**src/rtl/keypad_scanner_if.sv**
```systemverilog
// Keypad pin / event bundle for keypad_scanner.
//   slave  : scanner side (samples Row, drives Col and the key event outputs)
//   master : pin/consumer side (drives Row, observes everything else)
// Signals:
//   Row          NUM_ROWS  keypad rows, active-low
//   Col          NUM_COLS  column drive, active-low, at most one bit low
//   key_code     KW        accepted key index = row*NUM_COLS + col
//   key_valid    1         1-cycle pulse, new key accepted
//   key_release  1         1-cycle pulse, accepted key released
//   key_down     1         level, accepted key held
//   multi_key    1         level, stable scan shows >1 key
interface keypad_scanner_if #(
  parameter int NUM_COLS = 4,
  parameter int NUM_ROWS = 4,
  parameter int KW       = (NUM_ROWS*NUM_COLS > 1) ? $clog2(NUM_ROWS*NUM_COLS) : 1
);
  logic [NUM_ROWS-1:0] Row;
  logic [NUM_COLS-1:0] Col;
  logic [KW-1:0]       key_code;
  logic                key_valid;
  logic                key_release;
  logic                key_down;
  logic                multi_key;

  modport master (output Row,
                  input  Col, key_code, key_valid, key_release, key_down, multi_key);
  modport slave  (input  Row,
                  output Col, key_code, key_valid, key_release, key_down, multi_key);
endinterface

```
**src/rtl/keypad_scanner.sv**
```systemverilog
// Matrix keypad scanner. Drives one column low per slot, samples the synchronised
// active-low rows once per slot, debounces over whole scans and emits press/release
// events with a linear key index.
// Ports:
//   clk  system clock
//   rst  synchronous reset, active-high
//   kp   keypad_scanner_if.slave (Row in; Col, key_code, key_valid, key_release,
//        key_down, multi_key out)
module keypad_scanner #(
  parameter int NUM_COLS       = 4,
  parameter int NUM_ROWS       = 4,
  parameter int COL_CYCLES     = 100000,
  parameter int SETTLE_CYCLES  = 8,
  parameter int DEBOUNCE_SCANS = 3
) (
  input  logic              clk,
  input  logic              rst,
  keypad_scanner_if.slave   kp
);
  localparam int KW = (NUM_ROWS*NUM_COLS > 1) ? $clog2(NUM_ROWS*NUM_COLS) : 1;
  localparam int CW = $clog2(NUM_COLS);
  localparam int SW = $clog2(COL_CYCLES);
  localparam int DW = $clog2(DEBOUNCE_SCANS + 1);

  typedef enum logic [1:0] {S_DRIVE, S_SAMPLE, S_HOLD} state_e;
  typedef enum logic [1:0] {R_NONE, R_KEY, R_MULTI} raw_kind_e;
  typedef struct packed {
    raw_kind_e     kind;
    logic [KW-1:0] idx;   // zero unless kind == R_KEY so whole-struct compare works
  } raw_t;

  logic [NUM_ROWS-1:0] row_s1_q, row_s2_q;
  logic                run_q, run_d;
  state_e              state_q, state_d;
  logic [SW-1:0]       slot_q, slot_d;
  logic [CW-1:0]       col_idx_q, col_idx_d;
  logic [NUM_COLS-1:0] col_q, col_d;
  logic [1:0]          acc_cnt_q, acc_cnt_d;
  logic [KW-1:0]       acc_idx_q, acc_idx_d;
  raw_t                prev_q, prev_d;
  logic [DW-1:0]       stable_q, stable_d;
  logic [KW-1:0]       key_code_q, key_code_d;
  logic                key_valid_q, key_valid_d;
  logic                key_release_q, key_release_d;
  logic                key_down_q, key_down_d;
  logic                multi_q, multi_d;

  logic                last_slot, eval, reach;
  logic [KW-1:0]       hit_idx;
  raw_t                raw;

  always_comb begin
    run_d         = run_q;
    state_d       = state_q;
    slot_d        = slot_q;
    col_idx_d     = col_idx_q;
    acc_cnt_d     = acc_cnt_q;
    acc_idx_d     = acc_idx_q;
    prev_d        = prev_q;
    stable_d      = stable_q;
    key_code_d    = key_code_q;
    key_valid_d   = 1'b0;
    key_release_d = 1'b0;
    key_down_d    = key_down_q;
    multi_d       = multi_q;
    hit_idx       = '0;
    reach         = 1'b0;
    raw           = '0;

    last_slot = (slot_q == SW'(COL_CYCLES - 1));
    eval      = run_q && last_slot && (col_idx_q == CW'(NUM_COLS - 1));

    // First cycle out of reset only arms the scan; counters are already at
    // column 0 / slot 0, so the next cycle is the first driven cycle.
    if (!run_q) begin
      run_d = 1'b1;
    end else begin
      slot_d = last_slot ? '0 : slot_q + 1'b1;
      if (last_slot)
        col_idx_d = (col_idx_q == CW'(NUM_COLS - 1)) ? '0 : col_idx_q + 1'b1;
      case (state_q)
        S_DRIVE:  if (slot_q == SW'(SETTLE_CYCLES - 1)) state_d = S_SAMPLE;
        S_SAMPLE: state_d = last_slot ? S_DRIVE : S_HOLD;
        S_HOLD:   if (last_slot) state_d = S_DRIVE;
        default:  state_d = S_DRIVE;
      endcase
    end

    // Column drive is registered from the next column index so it changes
    // on the same edge as the slot counter wraps.
    col_d            = '1;
    col_d[col_idx_d] = 1'b0;

    if (run_q && state_q == S_SAMPLE) begin
      for (int r = 0; r < NUM_ROWS; r++) begin
        if (!row_s2_q[r]) begin
          hit_idx = KW'(r*NUM_COLS + int'(col_idx_q));
          if (acc_cnt_d == 2'd0 || hit_idx < acc_idx_d) acc_idx_d = hit_idx;
          if (acc_cnt_d != 2'd2) acc_cnt_d = acc_cnt_d + 2'd1;
        end
      end
    end

    // EVAL uses the _d accumulators so a sample on the final cycle still counts.
    if (eval) begin
      case (acc_cnt_d)
        2'd0:    raw.kind = R_NONE;
        2'd1:    begin raw.kind = R_KEY; raw.idx = acc_idx_d; end
        default: raw.kind = R_MULTI;
      endcase
      if (raw == prev_q) begin
        if (stable_q != DW'(DEBOUNCE_SCANS)) stable_d = stable_q + 1'b1;
        reach = (stable_q == DW'(DEBOUNCE_SCANS - 1));
      end else begin
        prev_d   = raw;
        stable_d = DW'(1);
        reach    = (DEBOUNCE_SCANS == 1);
      end
      acc_cnt_d = '0;
      acc_idx_d = '0;

      if (reach) begin
        case (raw.kind)
          R_KEY: begin
            multi_d = 1'b0;
            if (!key_down_q || raw.idx != key_code_q) begin
              key_valid_d = 1'b1;
              key_code_d  = raw.idx;
              key_down_d  = 1'b1;
            end
          end
          R_NONE: begin
            multi_d = 1'b0;
            if (key_down_q) begin
              key_release_d = 1'b1;
              key_down_d    = 1'b0;
            end
          end
          default: multi_d = 1'b1;
        endcase
      end
    end
  end

  always_ff @(posedge clk) begin
    if (rst) begin
      row_s1_q      <= '1;   // idle level: no key
      row_s2_q      <= '1;
      run_q         <= 1'b0;
      state_q       <= S_DRIVE;
      slot_q        <= '0;
      col_idx_q     <= '0;
      col_q         <= '1;
      acc_cnt_q     <= '0;
      acc_idx_q     <= '0;
      prev_q        <= '0;
      stable_q      <= '0;
      key_code_q    <= '0;
      key_valid_q   <= 1'b0;
      key_release_q <= 1'b0;
      key_down_q    <= 1'b0;
      multi_q       <= 1'b0;
    end else begin
      row_s1_q      <= kp.Row;
      row_s2_q      <= row_s1_q;
      run_q         <= run_d;
      state_q       <= state_d;
      slot_q        <= slot_d;
      col_idx_q     <= col_idx_d;
      col_q         <= col_d;
      acc_cnt_q     <= acc_cnt_d;
      acc_idx_q     <= acc_idx_d;
      prev_q        <= prev_d;
      stable_q      <= stable_d;
      key_code_q    <= key_code_d;
      key_valid_q   <= key_valid_d;
      key_release_q <= key_release_d;
      key_down_q    <= key_down_d;
      multi_q       <= multi_d;
    end
  end

  assign kp.Col         = col_q;
  assign kp.key_code    = key_code_q;
  assign kp.key_valid   = key_valid_q;
  assign kp.key_release = key_release_q;
  assign kp.key_down    = key_down_q;
  assign kp.multi_key   = multi_q;
endmodule

```
**src/flat_wrapper.sv**
```systemverilog
// flat-port wrapper written by rule: the top's interface ports become plain ports
module keypad_scanner_flat 
#(
  parameter int NUM_COLS       = 4,
  parameter int NUM_ROWS       = 4,
  parameter int COL_CYCLES     = 100000,
  parameter int SETTLE_CYCLES  = 8,
  parameter int DEBOUNCE_SCANS = 3
)
  (clk, rst, kp_Row, kp_Col, kp_key_code, kp_key_valid, kp_key_release, kp_key_down, kp_multi_key);
  keypad_scanner_if #(.NUM_COLS(NUM_COLS), .NUM_ROWS(NUM_ROWS)) kp_i ();
  input  logic clk;
  input  logic rst;
  input wire logic [$bits(kp_i.Row)-1:0] kp_Row;
  output wire logic [$bits(kp_i.Col)-1:0] kp_Col;
  output wire logic [$bits(kp_i.key_code)-1:0] kp_key_code;
  output wire logic [$bits(kp_i.key_valid)-1:0] kp_key_valid;
  output wire logic [$bits(kp_i.key_release)-1:0] kp_key_release;
  output wire logic [$bits(kp_i.key_down)-1:0] kp_key_down;
  output wire logic [$bits(kp_i.multi_key)-1:0] kp_multi_key;
  assign kp_i.Row = kp_Row;
  assign kp_Col = kp_i.Col;
  assign kp_key_code = kp_i.key_code;
  assign kp_key_valid = kp_i.key_valid;
  assign kp_key_release = kp_i.key_release;
  assign kp_key_down = kp_i.key_down;
  assign kp_multi_key = kp_i.multi_key;
  keypad_scanner #(.NUM_COLS(NUM_COLS), .NUM_ROWS(NUM_ROWS), .COL_CYCLES(COL_CYCLES), .SETTLE_CYCLES(SETTLE_CYCLES), .DEBOUNCE_SCANS(DEBOUNCE_SCANS)) u_core (.clk(clk), .rst(rst), .kp(kp_i));
endmodule
```
**config.mk**
```make
export PLATFORM = sky130hd
export DESIGN_NAME = keypad_scanner_flat
export DESIGN_NICKNAME = d
export VERILOG_FILES = /design/src/rtl/keypad_scanner_if.sv /design/src/rtl/keypad_scanner.sv /design/src/flat_wrapper.sv
export SDC_FILE = /design/constraint.sdc
export NUM_CORES = 1
export LEC_CHECK = 0
export CAP_MARGIN = 40
export CORE_ASPECT_RATIO = 1.5
export CORE_UTILIZATION = 40
export DETAILED_ROUTE_END_ITERATION = 6
export PLACE_DENSITY_LB_ADDON = 0.1
export SYNTH_ARGS = -nofsm -noshare
export SYNTH_HDL_FRONTEND = slang
export SYNTH_SLANG_ARGS = --single-unit
```
**constraint.sdc**
```tcl
create_clock -name clk -period 16.5 [get_ports clk]
set_input_delay 2.475 -clock clk [delete_from_list [all_inputs] [get_ports clk]]
set_output_delay 2.475 -clock clk [all_outputs]
set_load 0.005 [all_outputs]
```
==> flow_metrics.env, run 1 <==
export IMPL_timing_rr_start="u_core.col_idx_q[1]$_SDFF_PP0_"
export IMPL_stdcell_count=465
export IMPL_syn2layout_area_growth_pct=11.6
export IMPL_crit_slowest_cell="dfxtp_1"
export IMPL_crit_chain="ha_1 > a21boi_0 > nor2_1 > mux2i_1 > ha_1 > a2111oi_0 > nor4_1 > mux2i_1 > ha_1 > a21boi_0 > nand3_1 > a21oi_1 > nand2_1 > o21ai_0 > ha_1 > and4bb_2 > a211oi_1 > a311o_1 > nand3_2 > mux2i_1 > or4b_4 > a21oi_1 > a21o_1 > a32o_1"
export IMPL_max_stage_delay_ps=660
export IMPL_core_area_um2=7230
export IMPL_slew_violations=0
export IMPL_synth_top_family_by_area="simple AND/OR/NAND/NOR gates"
export IMPL_critical_path_top_delay_family="compound AO/OA/AOI/OAI gates"
export IMPL_worst_slew_pin_slew_ps=754
export IMPL_grt_antenna_before_repair=0
export IMPL_n_antenna_cell=0
export IMPL_io_pins=18
export IMPL_hp_start="u_core.row_s1_q[1]$_SDFF_PP1_"
export IMPL_ys_warnings_count=0
export IMPL_nNetsFinal=385
export IMPL_tritoncts_num_buffers=5
export IMPL_drtPass1Iterations=5
export IMPL_drive_gt1_share_pct=8.22
export IMPL_fmax_mhz=151
export IMPL_synthSimpleGateAreaFrac_pct=27.9
export IMPL_cts_root_buffer="clkbuf_8"
export IMPL_die_w_um=72.5
export IMPL_cp_startpoint="u_core.col_idx_q[1]$_SDFF_PP0_"
export IMPL_die_h_um=108
export IMPL_drc=0
export IMPL_grt_pass1_wl_um=11800
export IMPL_place_inst=457
export IMPL_drv_cap=0
export IMPL_min_to="u_core.row_s2_q[1]$_SDFF_PP1_"
export IMPL_drt_iter0_markers=87
export IMPL_timing_final_crit_share_pct=40.2
export IMPL_cts_tree="yes"
export IMPL_synth_xor_area_share_pct=5.58
export IMPL_synth_nets=376
export IMPL_layout_setup_ws_ps=9870
export IMPL_final_hold_viol_count=0
export IMPL_status="finished clean"
export IMPL_gp_congestion=0.805
export IMPL_worstSetupPathType="flop to flop"
export IMPL_rows=38
export IMPL_fin_skew_ps=8.66
export IMPL_wl_um=6850
export IMPL_synth_area_per_cell_um2=8.41
export IMPL_synth_main_ff_cell="dfxtp_1"
export IMPL_synth_fa_ha_area_share_pct=6.29
export IMPL_rr_endpoint="u_core.stable_q[1]$_SDFFE_PP0P_"
export IMPL_peakVddDrop_uv=54.4
export IMPL_fillers=768
export IMPL_power_density_nw_per_um2=73.8
export IMPL_tns_ps=0
export IMPL_viasPerCell=5.35
export IMPL_yosysSeqAreaShare_pct=37.6
export IMPL_cts_sinks=56
export IMPL_hpwl_um=5160
export IMPL_async_flop_share_pct=0
export IMPL_grt_max_degree=34
export IMPL_hold_buffers=0
export IMPL_worst_path_most_repeated_cell="ha_1"
export IMPL_grt_setup_unrepaired="false"
export IMPL_synth_mux_area_share_pct=4.15
export IMPL_clk_pin_slew_ps=110
export IMPL_io_buffers=17
export IMPL_worstPathMaxFanout=14
export IMPL_wire_per_inst_um=14.7
export IMPL_cp_end_kind="flop"
export IMPL_power_leakage_nw=1.23
export IMPL_dieArea_um2=7820
export IMPL_finalCriticalPeriod_ps=6630
export IMPL_pre_cts_slack_ps=9970
export IMPL_cp_data_arrival_time_ps=6900
export IMPL_final_antenna_net_count=0
export IMPL_crit_buf_inv=0
export IMPL_worstHoldPathCells=1
export IMPL_startpoint_type="flop"
export IMPL_postSynthCellCount=355
export IMPL_cts_setup_buffers=0
export IMPL_hold_class="flop to flop"
export IMPL_maxSlewHeadroom_pct=48.5
export IMPL_rrSetupSlack_ps=9870
export IMPL_htreeDepth=2
export IMPL_cts_resized=0
export IMPL_netlist_area_um2=2980
export IMPL_synth_distinct_cells=59
export IMPL_clk_latency_ps=320
export IMPL_synth_compound_area_share_pct=14.3
export IMPL_grt_pass1_vias=2502
export IMPL_synth_seq_cells=56
export IMPL_grtUsageTotal_pct=19.4
export IMPL_reg2reg_depth=24
export IMPL_vias=2486
export IMPL_ctsLongestPathBuffers=2
export IMPL_initial_utilization_pct=41.3
export IMPL_setup_viol=0
export IMPL_synth_edf_count=0
export IMPL_required_ps=16770
export IMPL_grt_overflow=0
==> placed cells by master, fill, tap and decap left out, types with 5 or more instances in the layout <==
master           instances
a21oi_1                 20
and3_1                   7
clkbuf_8                 5
clkdlybuf4s50_1         17
dfxtp_1                 56
ha_1                    15
inv_1                   13
mux2i_1                  9
nand2_1                 29
nand2b_1                 6
nand3_1                 13
nand4_1                  7
nor2_1                  45
nor2b_1                  7
nor3_1                  11
nor4_1                   6
o21ai_0                 12
or2_2                    8
xnor2_1                  9
xor2_1                  10
==> stage by stage <==
stage	hold slack, ps	total power [W]	utilization, %	area [µm²]
6_report	418	0.000246	46.1	3330
5_1_grt	435	0.000255	46.1	3330
4_1_cts	423	0.000249	46.1	3330
3_5_place_dp	397	0.000153	44.4	3210
3_3_place_gp	392	0.000152	44.4	3210
2_1_floorplan	389	0.000149	-	2980
==> logic make-up after synthesis <==
| family | count (synthesis) |
|---|---|
| AO/OA/AOI/OAI | 63 |
| XOR/XNOR | 19 |
| adder cells (fa/ha/maj) | 15 |
| buffers and inverters | 30 |
| flip-flops | 56 |
| multiplexers | 12 |
| AND/OR/NAND/NOR | 160 |
==> sequential cells by signal, indices dropped and copies added, names as in the netlist <==
signal                 cells
u_core.kp.key_code         4
u_core.kp.key_release      1
u_core.state_q             2
u_core.prev_q              6
u_core.row_s2_q            4
u_core.kp.Col              4
u_core.stable_q            2
u_core.row_s1_q            4
u_core.acc_idx_q           4
u_core.kp.key_down         1
u_core.slot_q             17
u_core.acc_cnt_q           2
u_core.kp.key_valid        1
u_core.run_q               1
u_core.kp.multi_key        1
u_core.col_idx_q           2
==> area by class of cell <==
| class | count | area [µm²] | area share, % |
|---|---|---|---|
| clock buffers | 5 | 68.8 | 2.07 |
| clock inverters | 3 | 50.0 | 1.50 |
| inverters | 14 | 52.6 | 1.58 |
| multi-input cells | 269 | 1740 | 52.1 |
| flip-flops and latches | 56 | 1120 | 33.7 |
| well taps | 100 | 125 | 3.76 |
| repair buffers | 18 | 178 | 5.33 |
==> worst max path at each step <==
| stage | end | cells past startpoint |
|---|---|---|
| detailed placement | u_core.stable_q[1]$_SDFFE_PP0P_ | 24 |
| finish | u_core.stable_q[1]$_SDFFE_PP0P_ | 24 |
| floorplan | u_core.kp.key_code[3]$_SDFFE_PP0P_ | 27 |
| global route | u_core.prev_q[3]$_SDFFE_PP0P_ | 24 |
| CTS | u_core.stable_q[1]$_SDFFE_PP0P_ | 24 |
| global placement | u_core.kp.multi_key$_SDFFE_PP0P_ | 26 |
==> routing by layer <==
metal / vias up / global-route usage, % / wire, µm
met2: 24 / 37.1 / 3760
met4: 0 / 6.58 / 113
met1: 1173 / 21.5 / 2890
met3: 8 / 2.06 / 88
met5: - / 0 / 0
li1: 1281 / - / -
==> synth_stat cells (2+ instances only) <==
cell	n	area share (%)
nand2b_1	6	1.3
nor4_1	6	1.3
or2_2	8	1.7
xor2_1	10	2.9
and3_1	7	1.5
and2_1	2	0.42
nand4_1	7	1.5
nand2_1	29	3.6
clkbuf_1	12	1.5
ha_1	15	6.3
a21boi_0	2	0.50
nor2_1	45	5.7
nor3_1	11	1.8
nor2b_1	7	1.5
a21oi_1	20	3.4
mux2_2	3	1.1
o31ai_1	2	0.50
a211oi_1	4	1.0
a21o_1	2	0.50
dfxtp_1	56	38
inv_1	13	1.6
nand3_1	13	2.2
mux2i_1	9	3.0
a31oi_1	3	0.63
nor4b_1	2	0.59
or3_1	4	0.84
o21ai_0	12	2.0
a2111oi_0	2	0.59
buf_4	2	0.50
xnor2_1	9	2.6
o221ai_1	2	0.59
nand3b_1	3	0.75
==> power by group <==
group,internal (W),switching [W]
logic,0.00000488,0.00000554
clock network,0.0000469,0.0000495
registers,0.000137,0.00000205
Power figures use the tool's default switching activity.
==> run 2, diff against run 1 <==
==> constraint.sdc (replaced) <==
create_clock -name clk -period 5.5 [get_ports clk]
set_input_delay 0.825 -clock clk [delete_from_list [all_inputs] [get_ports clk]]
set_output_delay 0.825 -clock clk [all_outputs]
set_load 0.005 [all_outputs]
==> flow_metrics.env, run 2 (synthesis gave the netlist of run 1 again) <==
export IMPL_hpwl_um=5410
export IMPL_cts_root_buffer="clkbuf_8"
export IMPL_use_met1_pct=20.3
export IMPL_slew_violations=0
export IMPL_drt_iter0_markers=121
export IMPL_use_met3_pct=2.34
export IMPL_violations="negative setup slack"
export IMPL_grt_overflow=0
export IMPL_nNetsFinal=416
export IMPL_fmax_mhz=178
export IMPL_worst_slew_pin_slew_ps=938
export IMPL_n_antenna_cell=0
export IMPL_gp_congestion=0.776
export IMPL_seq_area_um2=1120
export IMPL_initial_utilization_pct=41.3
export IMPL_tns_ps=-793
export IMPL_power_w=0.000682
export IMPL_grtUsageTotal_pct=19.3
export IMPL_hold_buffers=0
export IMPL_startpoint_type="flop"
export IMPL_clk_pin_slew_ps=110
export IMPL_io_buffers=17
export IMPL_required_ps=5770
export IMPL_layout_setup_ws_ps=-122
export IMPL_die_w_um=72.5
export IMPL_finalCriticalPeriod_ps=5620
export IMPL_die_h_um=108
export IMPL_largest_registers="u_core.slot_q: 17 flops, u_core.prev_q: 6 flops"
export IMPL_cts_tree="yes"
export IMPL_drc=0
export IMPL_clk_latency_ps=310
export IMPL_final_hold_viol_count=0
export IMPL_setup_viol=12
export IMPL_busiest_layer="met2"
export IMPL_met2_usage_pct=37.5
export IMPL_worstSetupPathType="flop to flop"
export IMPL_power_leakage_nw=1.41
export IMPL_peakVddDrop_uv=149
export IMPL_viasPerCell=5.28
export IMPL_grt_pass1_vias=2518
export IMPL_final_cell_mix="dfxtp_1 (54), nor2_1 (44), buf_4 (31)"
export IMPL_drtPass1Iterations=4
export IMPL_hold_class="flop to flop"
export IMPL_drv_cap=0
export IMPL_grt_setup_unrepaired="true"
export IMPL_grt_pass1_wl_um=11700
export IMPL_core_area_um2=7230
export IMPL_top_register="u_core.slot_q"
export IMPL_htreeDepth=2
export IMPL_wl_um=7150
export IMPL_status="finished with violations"
export IMPL_tritoncts_num_buffers=5
export IMPL_fin_skew_ps=14.9
export IMPL_timing_final_crit_share_pct=102
export IMPL_max_stage_delay_ps=400
export IMPL_grt_antenna_before_repair=0
export IMPL_syn2layout_area_growth_pct=23.9
export IMPL_layout_commonest_cell="dfxtp_1"
export IMPL_dieArea_um2=7820
export IMPL_crit_slowest_cell="a2111oi_4"
export IMPL_multi_input_area_um2=1890
export IMPL_hold_ws_ps=420
export IMPL_fillers=726
export IMPL_drive_gt1_share_pct=21.0
export IMPL_cts_sinks=56
export IMPL_cp_data_arrival_time_ps=5890
export IMPL_power_density_nw_per_um2=184
export IMPL_rrSetupSlack_ps=-120
export IMPL_ctsLongestPathBuffers=2
export IMPL_io_pins=18
export IMPL_final_antenna_net_count=0
export IMPL_maxSlewHeadroom_pct=36.8
export IMPL_cp_end_kind="flop"
export IMPL_rows=38
export IMPL_largest_register_ffs=17
export IMPL_vias=2620
export IMPL_worstPathMaxFanout=4
export IMPL_wire_per_inst_um=14.4
export IMPL_grt_max_degree=34
run 2: per-layer routing:
metal	share of wire, %	vias to the layer above	wire length, µm
met2	55	31	3950
met4	2.4	0	172
li1	-	1338	-
met5	0	-	0
met3	2.1	13	149
met1	40	1238	2880
run 2: final cells by class:
type / count / area share (%)
clock buffers: 5 / 1.86
clock inverters: 3 / 0.609
inverters: 14 / 1.42
multi-input cells: 269 / 51.1
flip-flops and latches: 56 / 30.4
well taps: 100 / 3.39
repair buffers: 49 / 11.2
run 2: worst max-delay path: cells and delay by family, from the launching register on:
family,cells,cell delay (ps)
AO/OA/AOI/OAI,10,2320
AND/OR/NAND/NOR,7,1290
adder cells (fa/ha/maj),4,870
buffers and inverters,3,380
flip-flops,1,350
multiplexers,2,350
run 2: worst paths after layout:
path	start	to	cells past startpoint
worst min register to register	u_core.row_s1_q[2]$_SDFF_PP1_	u_core.row_s2_q[2]$_SDFF_PP1_	1
worst min-delay path	u_core.row_s1_q[2]$_SDFF_PP1_	u_core.row_s2_q[2]$_SDFF_PP1_	1
worst max-delay path	u_core.acc_cnt_q[0]$_SDFF_PP0_	u_core.kp.key_release$_SDFF_PP0_	26
worst max register to register	u_core.acc_cnt_q[0]$_SDFF_PP0_	u_core.kp.key_release$_SDFF_PP0_	26
run 2: power by group:
group	switching [W]	total, W	internal [W]
logic	0.0000178	0.0000348	0.0000170
clock network	0.000139	0.000230	0.0000917
registers	0.00000593	0.000416	0.000410
total	0.000162	0.000682	0.000519
run 2: stage by stage:
stage | cells | util (%) | cell area, µm² | setup slack (ps)
after global routing | 496 | 51.1 | 3700 | -370
final | 496 | 51.1 | 3700 | -122
after floorplan | 355 | - | 3010 | 2.39
after detailed placement | 481 | 47.4 | 3420 | -204
after CTS | 493 | 50.1 | 3620 | -110
after global placement | 481 | 47.4 | 3420 | -110
run 2: repair_timing:
| item | CTS | global route |
|---|---|---|
| setup endpoints to repair | 13 | 13 |
| gates resized for setup | 21 | 11 |
| pin swaps | 19 | 14 |
| buffers inserted | 4 | 3 |
==> run 3, diff against run 2 <==
--- a/config.mk
+++ b/config.mk
@@ -5,9 +5,10 @@
 export SDC_FILE = /design/constraint.sdc
 export NUM_CORES = 1
 export LEC_CHECK = 0
-export CAP_MARGIN = 40
+export ABC_CLOCK_PERIOD_IN_PS = 5500
+export CAP_MARGIN = 0
 export CORE_ASPECT_RATIO = 1.5
-export CORE_UTILIZATION = 40
+export CORE_UTILIZATION = 45
 export DETAILED_ROUTE_END_ITERATION = 6
 export PLACE_DENSITY_LB_ADDON = 0.1
 export SYNTH_ARGS = -nofsm -noshare
==> flow_metrics.env, run 3 (synthesis gave the netlist of run 1 again) <==
export IMPL_status="finished with violations"
export IMPL_violations="negative setup slack"
export IMPL_worst_slew_pin_slew_ps=808
export IMPL_htreeDepth=2
export IMPL_min_to="u_core.row_s2_q[2]$_SDFF_PP1_"
export IMPL_power_leakage_nw=1.40
export IMPL_io_pins=18
export IMPL_p_comb_share_pct=5.0
export IMPL_hold_class="flop to flop"
export IMPL_hpwl_um=5480
export IMPL_hp_start="u_core.row_s1_q[2]$_SDFF_PP1_"
export IMPL_setup_viol=2
export IMPL_reg2reg_depth=25
export IMPL_grt_max_degree=34
export IMPL_final_cell_mix="dfxtp_1 (54), nor2_1 (44), buf_4 (31)"
export IMPL_final_antenna_net_count=0
export IMPL_postPlaceCellArea_um2=3380
export IMPL_grt_antenna_before_repair=0
export IMPL_largest_register_ffs=17
export IMPL_pwr_share_clk_pct=34.3
export IMPL_peakVddDrop_uv=169
export IMPL_dieArea_um2=6970
export IMPL_die_h_um=102
export IMPL_fin_skew_ps=8.60
export IMPL_p_int_w=0.000519
export IMPL_clk_pin_slew_ps=100
export IMPL_seqPwrFrac_pct=60.7
export IMPL_fin_area_um2=3670
export IMPL_swShare_pct=24.3
export IMPL_final_hold_viol_count=0
export IMPL_power_density_nw_per_um2=187
export IMPL_drv_cap=0
export IMPL_finalCriticalPeriod_ps=5550
export IMPL_multi_input_area_um2=1870
export IMPL_largest_registers="u_core.slot_q: 17 flops, u_core.prev_q: 6 flops"
export IMPL_io_buffers=17
export IMPL_wl_um=7230
export IMPL_cts_root_buffer="clkbuf_8"
export IMPL_timing_final_crit_share_pct=101
export IMPL_gp_congestion=0.813
export IMPL_fillers=612
export IMPL_ctsLongestPathBuffers=2
export IMPL_stdcell_count=473
export IMPL_rows=36
export IMPL_rr_endpoint="u_core.kp.key_release$_SDFF_PP0_"
export IMPL_place_inst=456
export IMPL_startpoint_type="flop"
export IMPL_die_w_um=68.5
export IMPL_hold_ws_ps=418
export IMPL_grt_pass1_vias=2497
export IMPL_top_register="u_core.slot_q"
export IMPL_layout_commonest_cell="dfxtp_1"
export IMPL_rrSetupSlack_ps=-50
export IMPL_core_area_um2=6440
export IMPL_switchingPower_w=0.000167
export IMPL_timing_rr_start="u_core.acc_cnt_q[0]$_SDFF_PP0_"
export IMPL_drc=0
export IMPL_cts_tree="yes"
export IMPL_cp_data_arrival_time_ps=5820
export IMPL_worstSetupPathType="flop to flop"
export IMPL_layout_setup_ws_ps=-54.3
export IMPL_cp_end_kind="flop"
export IMPL_n_antenna_cell=0
export IMPL_tritoncts_num_buffers=5
export IMPL_grt_setup_unrepaired="true"
export IMPL_drtPass1Iterations=4
export IMPL_wire_per_inst_um=15.3
export IMPL_seq_area_um2=1120
export IMPL_fmax_mhz=180
export IMPL_clk_latency_ps=320
export IMPL_grt_pass1_wl_um=11500
export IMPL_worstHoldPathCells=1
export IMPL_initial_utilization_pct=46.3
export IMPL_cts_sinks=56
export IMPL_grtUsageTotal_pct=22.2
export IMPL_slew_violations=0
export IMPL_drive_gt1_share_pct=21.7
export IMPL_worstPathMaxFanout=4
export IMPL_drt_iter0_markers=101
export IMPL_vias=2623
export IMPL_nNetsFinal=417
export IMPL_grt_overflow=0
export IMPL_maxSlewHeadroom_pct=45.6
export IMPL_required_ps=5770
export IMPL_syn2layout_area_growth_pct=22.9
export IMPL_tns_ps=-96.7
export IMPL_viasPerCell=5.55
## run 3: per-stage QoR
step | util, % | setup WS (ps) | total power, W
finish | 57.0 | -54.3 | 0.000685
global route | 57.0 | -341 | 0.000707
CTS | 56.2 | -17.2 | 0.000691
detailed placement | 52.5 | -277 | 0.000459
global placement | 52.5 | -159 | 0.000458
floorplan | - | 2.39 | 0.000448
## run 3: final cells by class
type / count / share of cell area [%]
Multi-Input combinational cell: 269 / 51.0
Sequential cell: 56 / 30.6
Timing Repair Buffer: 50 / 11.8
Tap cell: 76 / 2.59
Clock buffer: 5 / 1.88
Inverter: 14 / 1.43
Clock inverter: 3 / 0.614
## run 3: timing repair
item	4_1_cts	5_1_grt
resized for setup	23	7
setup buffers	7	3
hold buffers	0	0
pin swaps	15	15
setup endpoints to repair	13	13
## run 3: how the worst max path moves through the flow
stage                              startpoint                                  to  cells past startpoint
6_report       u_core.acc_cnt_q[0]$_SDFF_PP0_    u_core.kp.key_release$_SDFF_PP0_                     25
5_1_grt        u_core.acc_cnt_q[0]$_SDFF_PP0_  u_core.kp.key_code[3]$_SDFFE_PP0P_                     26
3_3_place_gp   u_core.acc_cnt_q[0]$_SDFF_PP0_    u_core.kp.key_release$_SDFF_PP0_                     26
2_1_floorplan  u_core.acc_cnt_q[0]$_SDFF_PP0_  u_core.kp.key_code[3]$_SDFFE_PP0P_                     27
3_5_place_dp   u_core.acc_cnt_q[0]$_SDFF_PP0_     u_core.kp.key_down$_SDFFE_PP0P_                     26
4_1_cts        u_core.acc_cnt_q[0]$_SDFF_PP0_  u_core.kp.key_code[3]$_SDFFE_PP0P_                     26
## run 3: power groups by stage
stage	Combinational (W)	Clock, W	Sequential [W]
after global placement	0.0000326	0	0.000426
after CTS	0.0000341	0.000241	0.000416
after global routing	0.0000386	0.000251	0.000417
after detailed placement	0.0000330	0	0.000426
final	0.0000343	0.000235	0.000416
after floorplan	0.0000258	0	0.000422
## run 3: critical path, cell delays in order (launching register included)
cell	delay, ps
dfxtp_2	350
inv_2	50
ha_4	140
or3_4	330
and2_4	160
nor2_4	100
mux2i_1	180
ha_1	280
a2111oi_4	400
nor4_2	80
mux2i_1	150
ha_1	290
a21boi_2	160
nand3_1	90
a21oi_2	150
o21ai_1	80
ha_2	180
and4bb_2	290
a211oi_2	60
a311o_1	330
a311o_2	410
a311oi_2	340
a31oi_4	80
buf_6	150
a2111oi_4	440
and4_1	240
## run 3: per-layer routing
metal	vias up	global-route usage (%)	routed length, µm
met5	-	0	0
met4	0	9.29	152
met3	10	2.48	100
met2	26	42.5	3980
met1	1250	23.3	3000
li1	1337	-	-
